## src/rtl/icestick_pkg.sv

```systemverilog
// Board-level constants shared by the iCEstick designs.
// Peripheral defaults are derived from these so that retargeting the clock only touches this file.
package icestick_pkg;

  localparam int CLK_HZ    = 12_000_000;
  localparam int MS_CYCLES = CLK_HZ / 1000;

endpackage

```

## src/rtl/sync_2ff.sv

```systemverilog
// Two-flop synchronizer for a single asynchronous bit.
// It resets to 0 and is meant for reuse by the button, UART RX and PMOD input stages.
module sync_2ff (
  input  logic clk,
  input  logic rst,
  input  logic d,
  output logic q
);

  logic s1_q, s1_d;
  logic s2_q, s2_d;

  always_comb begin
    s1_d = d;
    s2_d = s1_q;
  end

  always_ff @(posedge clk) begin
    if (rst) begin
      s1_q <= 1'b0;
      s2_q <= 1'b0;
    end else begin
      s1_q <= s1_d;
      s2_q <= s2_d;
    end
  end

  assign q = s2_q;

endmodule

```

## src/rtl/button_debounce.sv

```systemverilog
// Debounced pushbutton input: synchronize, filter, and emit a clean level plus press/release/long-press strobes.
// The release strobe port is named release_pulse because `release` is a reserved word in SystemVerilog.
module button_debounce
  import icestick_pkg::*;
#(
  parameter int DEBOUNCE_CYCLES = 10 * MS_CYCLES,
  parameter int LONG_CYCLES     = 1000 * MS_CYCLES,
  parameter bit ACTIVE_LOW      = 1'b1
) (
  input  logic clk,
  input  logic rst,
  input  logic btn_in,
  output logic btn_level,
  output logic press,
  output logic release_pulse,
  output logic long_press
);

  localparam int DW = $clog2(DEBOUNCE_CYCLES + 1);
  localparam int HW = $clog2(LONG_CYCLES + 1);
  localparam logic [DW-1:0] DB_LAST   = DW'(DEBOUNCE_CYCLES - 1);
  localparam logic [HW-1:0] HOLD_LAST = HW'(LONG_CYCLES - 1);
  localparam logic [HW-1:0] HOLD_MAX  = HW'(LONG_CYCLES);

  logic          btn_norm;
  logic          btn_sync;
  logic [DW-1:0] db_cnt_q, db_cnt_d;
  logic [HW-1:0] hold_cnt_q, hold_cnt_d;
  logic          level_q, level_d;
  logic          press_q, press_d;
  logic          release_q, release_d;
  logic          long_q, long_d;
  logic          accept;

  assign btn_norm = btn_in ^ ACTIVE_LOW;

  sync_2ff u_sync (
    .clk (clk),
    .rst (rst),
    .d   (btn_norm),
    .q   (btn_sync)
  );

  always_comb begin
    db_cnt_d   = db_cnt_q;
    hold_cnt_d = hold_cnt_q;
    level_d    = level_q;
    press_d    = 1'b0;
    release_d  = 1'b0;
    long_d     = 1'b0;
    accept     = 1'b0;

    if (btn_sync == level_q) begin
      db_cnt_d = '0;
    end else if (db_cnt_q == DB_LAST) begin
      accept    = 1'b1;
      db_cnt_d  = '0;
      level_d   = btn_sync;
      press_d   = btn_sync;
      release_d = ~btn_sync;
    end else begin
      db_cnt_d = db_cnt_q + DW'(1);
    end

    // An accepted release on the same edge as the long-press threshold wins over it.
    if (!level_q || accept) begin
      hold_cnt_d = '0;
    end else if (hold_cnt_q < HOLD_MAX) begin
      hold_cnt_d = hold_cnt_q + HW'(1);
      long_d     = (hold_cnt_q == HOLD_LAST);
    end
  end

  always_ff @(posedge clk) begin
    if (rst) begin
      db_cnt_q   <= '0;
      hold_cnt_q <= '0;
      level_q    <= 1'b0;
      press_q    <= 1'b0;
      release_q  <= 1'b0;
      long_q     <= 1'b0;
    end else begin
      db_cnt_q   <= db_cnt_d;
      hold_cnt_q <= hold_cnt_d;
      level_q    <= level_d;
      press_q    <= press_d;
      release_q  <= release_d;
      long_q     <= long_d;
    end
  end

  assign btn_level     = level_q;
  assign press         = press_q;
  assign release_pulse = release_q;
  assign long_press    = long_q;

endmodule

```

## config.mk

```make
export PLATFORM = sky130hd
export DESIGN_NAME = button_debounce
export DESIGN_NICKNAME = d
export VERILOG_FILES = /design/src/rtl/icestick_pkg.sv /design/src/rtl/sync_2ff.sv /design/src/rtl/button_debounce.sv
export SDC_FILE = /design/constraint.sdc
export NUM_CORES = 1
export LEC_CHECK = 0
export CAP_MARGIN = 0
export CORE_MARGIN = 5
export CORE_UTILIZATION = 31
export DETAILED_ROUTE_END_ITERATION = 8
export GPL_TIMING_DRIVEN = 0
export PLACE_DENSITY = 0.43
export SLEW_MARGIN = 20
export SYNTH_ARGS = -nofsm -noshare
export SYNTH_HDL_FRONTEND = slang
export SYNTH_SLANG_ARGS = --single-unit
```

## constraint.sdc

```tcl
create_clock -name clk -period 3.3 [get_ports clk]
set_input_delay 0.495 -clock clk [delete_from_list [all_inputs] [get_ports clk]]
set_output_delay 0.495 -clock clk [all_outputs]
set_load 0.01 [all_outputs]
```

# After elaboration in Yosys (flattened, before gate mapping)

Index checks and enable logic that the tools add are counted.
Widths: inputs -> output; s select.

Flip-flop bits (word level): 47
Bits of input ports: 3
Output and inout bits: 4
Word-level logic and storage cells: 28

$add $sub $neg: 2
Order comparisons: 1
Eq/ne operators: 3
Muxes and demuxes: 2
Bitwise operators: 5
Reductions and logical operators: 7

Operator list:

| cell                  | count |
|---|---|
| $add 24x1->24 const B | 1 |
| $eq 24x24->1 const B  | 1 |
| $lt 24x24->1 const B  | 1 |
| $add 17x1->17 const B | 1 |
| $eq 17x17->1 const B  | 1 |
| $reduce_or 3->1       | 3 |
| $not 1->1             | 5 |
| $mux 1                | 2 |
| $reduce_and 2->1      | 1 |
| $reduce_or 2->1       | 1 |
| $eq 1x1->1            | 1 |
| $logic_not 1->1       | 1 |
| $logic_or 1x1->1      | 1 |

# Depth between registers and ports, before layout

Gate-level depths: netlist of the first run.

Depth after elaboration: 5
Depth in mapped cells: 7
Depth with buffers taken out: 6

# Cells and area by module

From an unflattened synthesis of the first run, not the netlist that was laid out.

Cells, all modules: 253
Area, all modules: 2212.1 µm²

By module, submodules not included:

| module          | instances | cells each | area an instance (µm²) |
|---|---|---|---|
| button_debounce | 1         | 249        | 2159.6 |
| sync_2ff        | 1         | 4          | 52.6 |

# Worst setup path after synthesis of the first run

Ideal clock, no wire load.

Path type: register to register
From: reg hold_cnt_q[0]
To: reg hold_cnt_q[18]
Setup time: 0.066 ns
Arrival time: 1.715 ns
Required time: 3.234 ns
Path slack: 1.519 ns
Stages on the path, launching flop included: 7
Period minus slack after synthesis: 1.781 ns
Cells stage by stage: dfxtp_1 -> ha_1 -> nand4_1 -> nor4_1 -> o211ai_1 -> or3_1 -> a21oi_2

Cells in the longest elaborated chain, start to end: 1
Elaborated cells on any way between the ends: 2

RTL lines:

| element                                       | line                                         | RTL |
|---|---|---|
| from (decl)                                   | button_debounce.sv:28                        | `logic [HW-1:0] hold_cnt_q, hold_cnt_d;` |
| from (signal assigned)                        | button_debounce.sv:84                        | `hold_cnt_q <= hold_cnt_d;` |
| $add 24x1->24 or $lt 24x24->1 (tied branches) | button_debounce.sv:69, button_debounce.sv:68 |  |

Parallel ways exist; a longest one is shown, timed or not.
A chain may end at the register's enable or synchronous reset.

# Worst setup path in the final report of the first run

Ends and elaborated chain as after synthesis.

==> results.md, run 1 <==
- Most common library cell in the layout ignoring fill and taps: dfxtp_1
- Post-Synthesis Cells: between 200 and 300
- Placed cell area: 2380 um2
- Maximum fanout along the worst path: 10
- Clock input transition at the sequential cells of the worst setup and hold paths: ~0.090 ns
- Classification of the worst setup path: reg2reg
- Number of buffers inserted by hold repair at cts: 0
- Power density cells: between 400 and 500 nW/um2
- Total number of placement rows: 30
- Clock latency at the later pin of the worst-skew pair: around 0.3 ns
- Cell types with the largest area share after synthesis: dfxtp_1 (43%), nor2_1 (5.3%), xor2_1 (5.2%)
- Outcome: complete, no violations
- Largest area contributor in the synthesized netlist: dfxtp_1
- Avg Cell Area, Syn: around 8.7 um2
- Post-detail-place hpwl: between 3 and 4 mm
- Max Cap Violations: 0
- CORE AREA: between 6000 and 7000 um2
- Part of the Yosys area used for sequential elements: approximately 43%
- Count of TritonRoute iterations in the first routing pass: 4
- Reported leakage power: roughly 0.74 nW
- WP data required: between 3 and 4 ns
- Number of antenna violations at the first check in global routing: 0
- Most common flop cell mapped by yosys: dfxtp_1
- Total track usage: 11.7%
- Remaining Overflow, GRT: 0
- Largest net degree at the start of global routing: 16
- Fraction of synthesized cell area taken by the top area cell type: between 40% and 50%
- Number of warning messages in the yosys log: 0
- Pins Over Slew Limit: 0
- Clk Tree Root Cell: clkbuf_8
- Startpoint class of the critical path: flip-flop
- Number of synthesized flops with an enable pin: 0
- RSZ-0062 raised after global routing: no
- Sum of routed wire length over all layers: 4.76 mm
- Effective utilization at floorplan: roughly 32%
- Y dimension of the die: around 94 um
- Setup repair bufs after CTS: 0
- Clock tree from TritonCTS: yes
- Total CTS buffers: 5
- CP startpoint: hold_cnt_q[0]
- Arrival time at the worst endpoint: 2.39 ns
- Endpoint class of the critical path: flip-flop
- Post-synthesis cell area: ~2200 um2
- Worst voltage drop across the vdd grid: 0.143 mV
- Fin Clk Skew: just under 0.005 ns
- Most frequent cells in the layout: dfxtp_1 (47), nor2_1 (31), nand2_1 (18), nand3_1 (18), a21oi_1 (16)
- First-pass GRT wire length: 8.23 mm
- IO buf count: 6
- Remaining antenna violation count: 0
- Worst slew margin: roughly 37%
- Fill cell total of the finished layout: approximately 750
- Worst R2R Start: hold_cnt_q[0]
- Synth cell types: 43
- Routed wirelength normalized by instance count: ~13 um
- Final hold slack: 0.446 ns
- Area enclosed by the die boundary: slightly below 9000 um2
- Final net count: roughly 270
- Number of instances on the worst hold path: 1
- Class of the most critical hold timing path: reg2reg
- Worst hold path startpoint: u_sync.s1_q
- Horizontal die dimension: 94.2 um
- Total number of vias: between 1500 and 2000
- Antenna diode count: 0
- Vias in the first global route: 1716
- DRC violations left: 0
- Count of instances resized after the clock tree is built: 0
- Share of flip-flops with an asynchronous set or reset after synthesis: 0%
- Fraction of final layout cells with drive strength greater than 1: 9.74%
- Post-Route Setup TNS: 0 ns
- Post-route clock period utilization: 64.9%
- Layout-stage area growth over the synthesis result: 13.7%
- Worst r2r path cells: 6
- Flops & latches, synth: 47
- Final instance area: between 2000 and 2500 um2
- Violation count after the first detailed-route iteration: 65
- Period minus WS final: between 2 and 2.5 ns
- Last weighted congestion value of the routability-driven placer: roughly 0.76
- Achievable Freq: between 400 and 500 MHz
- Final Hold Violating Endpoints: 0
- Clock sink count: 47
- Least-Margin Pin Slew: around 0.94 ns
- Max Buffers Root-to-Sink: 2
- CTS H-Tree Depth: 2
- Average via count per standard cell: just under 5
- Number of I/O pins: 7
- Post-synth net total: ~260
- Final setup violating endpoints: 0
[report_power, final]
part	internal [W]	total, W	switching [W]
logic	0.00000414	0.00000795	0.00000381
clock network	0.000250	0.000459	0.000210
registers	0.000568	0.000569	0.00000107
[cell usage after synthesis, types with 2 or more instances]
cell / count
nor2_1: 31
and3_1: 7
xnor2_1: 9
buf_4: 2
dfxtp_1: 47
nand4_1: 5
o2111ai_1: 2
o21ai_0: 10
or4_1: 7
xor2_1: 13
nand2_1: 18
ha_1: 2
nor3_1: 9
o211ai_1: 4
inv_1: 7
nand3_1: 18
or3_1: 14
a21oi_1: 16
nor4_1: 3
nand2_2: 2
o31ai_1: 5
[layer usage]
layer  track usage (%)  wire, um  share of wire, %  vias up
met5                 0         0                 0        -
met4              3.97        65               1.4        0
met3              2.48        97               2.0        7
met2              18.9      2190                46       13
met1              15.4      2410                51      833
li1                  -         -                 -      943
[metrics by stage]
step / util, % / setup slack [ns] / cells / power, W
global route: 36.6 / 0.874 / 363 / 0.00108
CTS: 36.6 / 1.13 / 363 / 0.00106
detailed placement: 34.8 / 1.14 / 355 / 0.000591
finish: 36.6 / 1.16 / 363 / 0.00104
global placement: 34.8 / 1.14 / 355 / 0.000591
floorplan: - / 1.52 / 253 / 0.000586
[worst paths after layout]
kind,slack (ns),to
min,0.45,u_sync.q
min reg2reg,0.45,u_sync.q
max reg2reg,1.16,hold_cnt_q[18]
max,1.16,hold_cnt_q[18]
[registers in the layout, indices dropped and copies added, names as in the netlist]
name	cells
btn_level	1
db_cnt_q	17
hold_cnt_q	24
long_press	1
press	1
release_pulse	1
u_sync.q	1
u_sync.s1_q	1
[area by class of cell]
cell class	instances	area [um2]	area share, %
multi-input combinational	195	1200	48.0
timing repair buffer	6	60.1	2.40
buffer	4	31.3	1.25
tap	96	120	4.80
clock buffer	6	82.6	3.30
clock inverter	2	38.8	1.55
sequential	47	941	37.6
inverter	7	26.3	1.05
[logic make-up after synthesis]
group | count (synthesis) | share of synthesized area (%)
adder cells (fa/ha/maj) | 2 | 1.14
AND/OR/NAND/NOR | 125 | 30.8
AO/OA/AOI/OAI | 45 | 13.4
XOR/XNOR | 22 | 8.77
multiplexers | 1 | 0.455
buffers and inverters | 11 | 2.62
flip-flops | 47 | 42.8
[critical path: stages, from the launching register on]
cell      delay (ns)
dfxtp_1         0.40
ha_1            0.30
nand4_1         0.22
nor4_1          0.28
o211ai_1        0.31
or3_1           0.44
a21oi_2         0.13
Power figures use the tool's default switching activity.
==> inputs of run 2 (changes only) <==
- PLACE_DENSITY: 0.43 -> 0.45
- clock period: 3.3 -> 1.77 ns (I/O delays scaled with it)
==> run 2 against run 1 <==
- worst setup slack got worse by 1.2 ns
- largest cell class unchanged
- worst hold slack about the same
- the flow now finishes with violations (negative setup slack)
- wire length up 7.9%
- register-to-register slack got worse by 1.2 ns
- maximum frequency increased by 19%
- critical endpoint is now hold_cnt_q[20]
==> results.md, run 2 (synthesized netlist as in run 1, its figures left out) <==
- Outcome: finished with violations
- Failing checks: negative setup slack
- CTS H-Tree Depth: 2
- Y dimension of the die: ~94 um
- Reported leakage power: about 0.94 nW
- Routed wirelength normalized by instance count: approximately 13 um
- Final cell utilization of the core: a little over two fifths
- Max Buffers Root-to-Sink: 2
- Max reg flops: 24
- Clock tree from TritonCTS: yes
- Largest net degree at the start of global routing: 16
- Number of instances in the placed design: 355
- Remaining Overflow, GRT: 0
- Clock sink count: 47
- Number of non-filler instances in the completed layout: 383
- Regs by FF count: hold_cnt_q (24), db_cnt_q (17)
- Biggest register: hold_cnt_q
- Pins Over Slew Limit: 0
- CORE AREA: approximately 7000 um2
- Count of TritonRoute iterations in the first routing pass: 4
- Antenna diode count: 0
- Number of antenna violations at the first check in global routing: 0
- Total track usage: a little under an eighth
- Endpoint class of the critical path: flip-flop
- Arrival time at the worst endpoint: around 2.0 ns
- WP data required: about 2.0 ns
- Effective utilization at floorplan: 32.2%
- Fraction of final layout cells with drive strength greater than 1: between 30% and 40%
- Post-detail-place hpwl: roughly 3.2 mm
- Final setup violating endpoints: 3
- Final critical-path setup slack: -0.0357 ns
- Fin Clk Skew: 0.0114 ns
- IO buf count: 6
- Classification of the worst setup path: reg2reg
- Total CTS buffers: 5
- Most common library cell in the layout ignoring fill and taps: dfxtp_1
- Period minus WS final: 1.81 ns
- Worst voltage drop across the vdd grid: approximately 0.24 mV
- Achievable Freq: between 500 and 600 MHz
- Clk Tree Root Cell: clkbuf_8
- Class of the most critical hold timing path: reg2reg
- Total number of vias: around 1900
- Power density cells: approximately 640 nW/um2
- Remaining antenna violation count: 0
- Layout-stage area growth over the synthesis result: 33.5%
- Fill cell total of the finished layout: about 700
- RSZ-0062 raised after global routing: yes
- Clock input transition at the sequential cells of the worst setup and hold paths: roughly 0.09 ns
- Average via count per standard cell: just under 5
- Worst slew margin: between 70 and 80%
- Least-Margin Pin Slew: 0.443 ns
- Number of I/O pins: 7
- Number of buffers inserted by hold repair at cts: 0
- Max Cap Violations: 0
- Final net count: between 200 and 300
- Post-route clock period utilization: 102%
- Final Hold Violating Endpoints: 0
- Sum of routed wire length over all layers: 5.13 mm
- Clock latency at the later pin of the worst-skew pair: slightly above 0.3 ns
- Maximum fanout along the worst path: 7
- Most frequent cells in the layout: dfxtp_1 (25), nand2_1 (18), nor2_1 (18), dfxtp_2 (18), nand3_1 (17)
- First-pass GRT wire length: between 8 and 9 mm
- Startpoint class of the critical path: flip-flop
- DRC violations left: 0
- Violation count after the first detailed-route iteration: 48
- Area enclosed by the die boundary: just under 9000 um2
- Vias in the first global route: 1744
- Total number of placement rows: 30
- Horizontal die dimension: ~94 um
- Last weighted congestion value of the routability-driven placer: 0.726
## run 2: metal layers
metal  track usage [%]  share of wire (%)
met5                 0                  0
met4              4.81                1.8
met3              2.88                2.1
met2              18.0                 44
met1              16.2                 52
## run 2: power breakdown
group          internal (W)  switching [W]
clock network      0.000421       0.000390
logic             0.0000132      0.0000109
registers           0.00105     0.00000198
## run 2: area by class of cell
class | instances | area, um2 | share of cell area (%)
multi-input combinational | 196 | 1410 | 48.0
timing repair buffer | 25 | 229 | 7.80
clock buffer | 5 | 68.8 | 2.34
clock inverter | 3 | 43.8 | 1.49
inverter | 7 | 26.3 | 0.895
tap | 96 | 120 | 4.09
buffer | 4 | 61.3 | 2.09
sequential | 47 | 978 | 33.3
## run 2: stage by stage
| stage | setup slack (ns) | setup TNS, ns | power, W | hold slack [ns] | cell area [um2] |
|---|---|---|---|---|---|
| final | -0.0357 | -0.0502 | 0.00189 | 0.446 | 2940 |
| after global routing | -0.0905 | -2.15 | 0.00197 | 0.473 | 2940 |
| after detailed placement | -0.335 | -9.32 | 0.00110 | 0.427 | 2380 |
| after floorplan | 0.00883 | 0 | 0.00109 | 0.332 | 2200 |
| after global placement | -0.353 | -8.05 | 0.00110 | 0.419 | 2380 |
| after CTS | 0.00381 | 0 | 0.00193 | 0.448 | 2620 |
## run 2: final timing paths
path | end | from | slack, ns | cells past startpoint
max | hold_cnt_q[20] | hold_cnt_q[21] | -0.04 | 6
min | u_sync.q | u_sync.s1_q | 0.45 | 1
max reg2reg | hold_cnt_q[20] | hold_cnt_q[21] | -0.04 | 6
min reg2reg | u_sync.q | u_sync.s1_q | 0.45 | 1
## run 2: worst max-delay path, stage by stage, from the launching register on
cell	delay, ns
dfxtp_4	0.36
and3_4	0.18
o21ai_4	0.29
o211ai_1	0.22
buf_4	0.21
or3_1	0.33
a21oi_2	0.14
## run 2: repair_timing
| item | 4_1_cts | 5_1_grt |
|---|---|---|
| setup buffers | 6 | 11 |
| gates resized for setup | 14 | 65 |
| gates cloned | 1 | 2 |
| setup endpoints to repair | 43 | 39 |
| pin swaps | 7 | 26 |
==> inputs of run 3 (changes only) <==
- PLACE_DENSITY: 0.45 -> default
- clock period: 1.77 -> 2.3 ns (I/O delays scaled with it)
==> run 3 against run 2 <==
- the flow now finishes without violations
- worst hold slack improved by 0.0029 ns
- maximum frequency fell by 14%
- utilization down 6.6 points
- register-to-register slack better by 0.23 ns
- design area fell by 15%
- clock power is 36% lower
- final cell count shrank 5.0%
- sequential power fell by 22%
- sequential share of layout area up 4.6 points
- worst setup slack improved by 0.23 ns
- critical path type unchanged
- critical endpoint is now hold_cnt_q[18]
==> results.md, run 3 (synthesized netlist as in run 1, its figures left out) <==
- Number of antenna violations at the first check in global routing: 0
- Most common library cell in the layout ignoring fill and taps: dfxtp_1
- CP delay by family, top: simple AND/OR/NAND/NOR gates
- Startpoint class of the critical path: flip-flop
- Classification of the worst setup path: reg2reg
- Endpoint class of the critical path: flip-flop
- Worst slew margin: around two fifths
- DRC violations left: 0
- Total number of placement rows: 30
- Worst path bufs/invs: 1
- Max reg flops: 24
- IO buf count: 6
- Delay of the slowest cell on the worst path: roughly 0.4 ns
- Reported leakage power: about 0.73 nW
- Total track usage: about a tenth
- Int Power: around 0.0011 W
- Total CTS buffers: 5
- Achievable Freq: 476 MHz
- Remaining Overflow, GRT: 0
- Final instance area: approximately 2500 um2
- Final net count: 272
- RSZ-0062 raised after global routing: no
- Regs by FF count: hold_cnt_q (24), db_cnt_q (17)
- Count of instances resized after the clock tree is built: 0
- Post-route clock period utilization: about 90%
- Period minus WS final: around 2.1 ns
- Max Cap Violations: 0
- Switching portion of total power: around 21%
- Effective utilization at floorplan: about 32%
- Remaining antenna violation count: 0
- Clock latency at the later pin of the worst-skew pair: ~0.3 ns
- Vias in the first global route: between 1500 and 2000
- Fin Clk Skew: 0.0122 ns
- Max Buffers Root-to-Sink: 2
- First-pass GRT wire length: 7.60 mm
- Clock sink count: 47
- Final setup violating endpoints: 0
- Layout-stage area growth over the synthesis result: 12.9%
- Last weighted congestion value of the routability-driven placer: ~0.78
- Sw power: around 0.00028 W
- Clk Tree Root Cell: clkbuf_8
- Power density cells: about 540 nW/um2
- Fraction of power consumed by sequential logic: between 60% and 70%
- Post-Route Setup TNS: 0 ns
- Most frequent cells in the layout: dfxtp_1 (47), nor2_1 (31), nand2_1 (18), nand3_1 (18), a21oi_1 (16)
- Maximum fanout along the worst path: 10
- Fraction of final layout cells with drive strength greater than 1: ~9.7%
- CORE AREA: ~7000 um2
- Final Hold Violating Endpoints: 0
- Cell Chain, Critical Path: ha_1 > nand4_1 > nor4_1 > o211ai_1 > buf_4 > or3_1 > a21oi_2
- Routed wirelength normalized by instance count: roughly 12 um
- Number of I/O pins: 7
- Outcome: complete, no violations
- WP data required: ~2.5 ns
- Clock tree from TritonCTS: yes
- Slowest library cell on the worst path: dfxtp_1
- Antenna diode count: 0
- Sum of routed wire length over all layers: approximately 4.2 mm
- Count of TritonRoute iterations in the first routing pass: 4
- Comb power frac: less than 1%
- CTS H-Tree Depth: 2
- Least-Margin Pin Slew: around 0.90 ns
- Area enclosed by the die boundary: 8880 um2
- Power, Total: between 0.001 and 0.0015 W
- Largest net degree at the start of global routing: 15
- Class of the most critical hold timing path: reg2reg
- Pins Over Slew Limit: 0
- Placed cell area: 2380 um2
- Arrival time at the worst endpoint: between 2 and 2.5 ns
- Worst voltage drop across the vdd grid: roughly 0.21 mV
- Post-detail-place hpwl: around 3 mm
- Violation count after the first detailed-route iteration: 73
- Average via count per standard cell: approximately 5.0
- Total number of vias: between 1500 and 2000
- Biggest register: hold_cnt_q
- Share of power burned in the clock network: between 30% and 40%
- Y dimension of the die: around 94 um
- Clock input transition at the sequential cells of the worst setup and hold paths: 0.09 ns
- Horizontal die dimension: 94.2 um
==> run 3: cell types whose count changed in the layout (fill, tap and decap cells not counted), moves of 6 or more <==
cell / previous run / this run
a21oi_1: 10 / 16
a21oi_2: 7 / 1
dfxtp_2: 18 / 0
buf_4: 14 / 3
nor2_1: 18 / 31
nor2_2: 12 / 0
dfxtp_1: 25 / 47
==> run 3: worst register-to-register path, delay by kind of cell (launching register included) <==
family,cells,cell delay [ns]
compound gates,2,0.28
fa+ha+maj,1,0.30
buf+inv,1,0.19
flops,1,0.40
simple gates,3,0.89
==> run 3: path summary, 6_finish.rpt <==
kind	slack, ns	to	start	cells past startpoint
max	0.20	hold_cnt_q[18]	hold_cnt_q[0]	7
min	0.45	u_sync.q	u_sync.s1_q	1
max reg2reg	0.20	hold_cnt_q[18]	hold_cnt_q[0]	7
min reg2reg	0.45	u_sync.q	u_sync.s1_q	1
==> run 3: layer usage <==
layer | up-vias | routed length (um) | global-route usage (%)
li1 | 946 | - | -
met1 | 844 | 2070 | 12.9
met2 | 22 | 1990 | 17.6
met3 | 6 | 132 | 2.40
met4 | 0 | 40 | 3.25
met5 | - | 0 | 0
==> run 3: final cells by class <==
class,count,area [um2]
clock inverter,1,8.76
multi-input combinational,195,1200
sequential,47,941
fill,723,4350
timing repair buffer,7,67.6
clock buffer,7,86.3
buffer,4,31.3
tap,96,120
inverter,7,26.3
==> run 3: power by group through the flow <==
| stage | registers [W] | logic, W | clock network (W) |
|---|---|---|---|
| after floorplan | 0.000835 | 0.00000566 | 0 |
| after global placement | 0.000836 | 0.0000113 | 0 |
| after detailed placement | 0.000836 | 0.0000113 | 0 |
| after CTS | 0.000817 | 0.0000113 | 0.000542 |
| after global routing | 0.000817 | 0.0000121 | 0.000567 |
| final | 0.000817 | 0.0000112 | 0.000518 |
==> run 3: through the flow <==
step	hold slack, ns	setup WS [ns]	std cells	util [%]
2_1_floorplan	0.412	0.519	253	-
3_3_place_gp	0.417	0.201	355	34.8
3_5_place_dp	0.427	0.179	355	34.8
4_1_cts	0.449	0.147	363	36.2
5_1_grt	0.456	0.0902	364	36.3
6_report	0.449	0.198	364	36.3
==> run 3: what timing repair did <==
item,CTS,global route
setup buffers,0,1
hold buffers,0,0
setup endpoints to repair,0,1
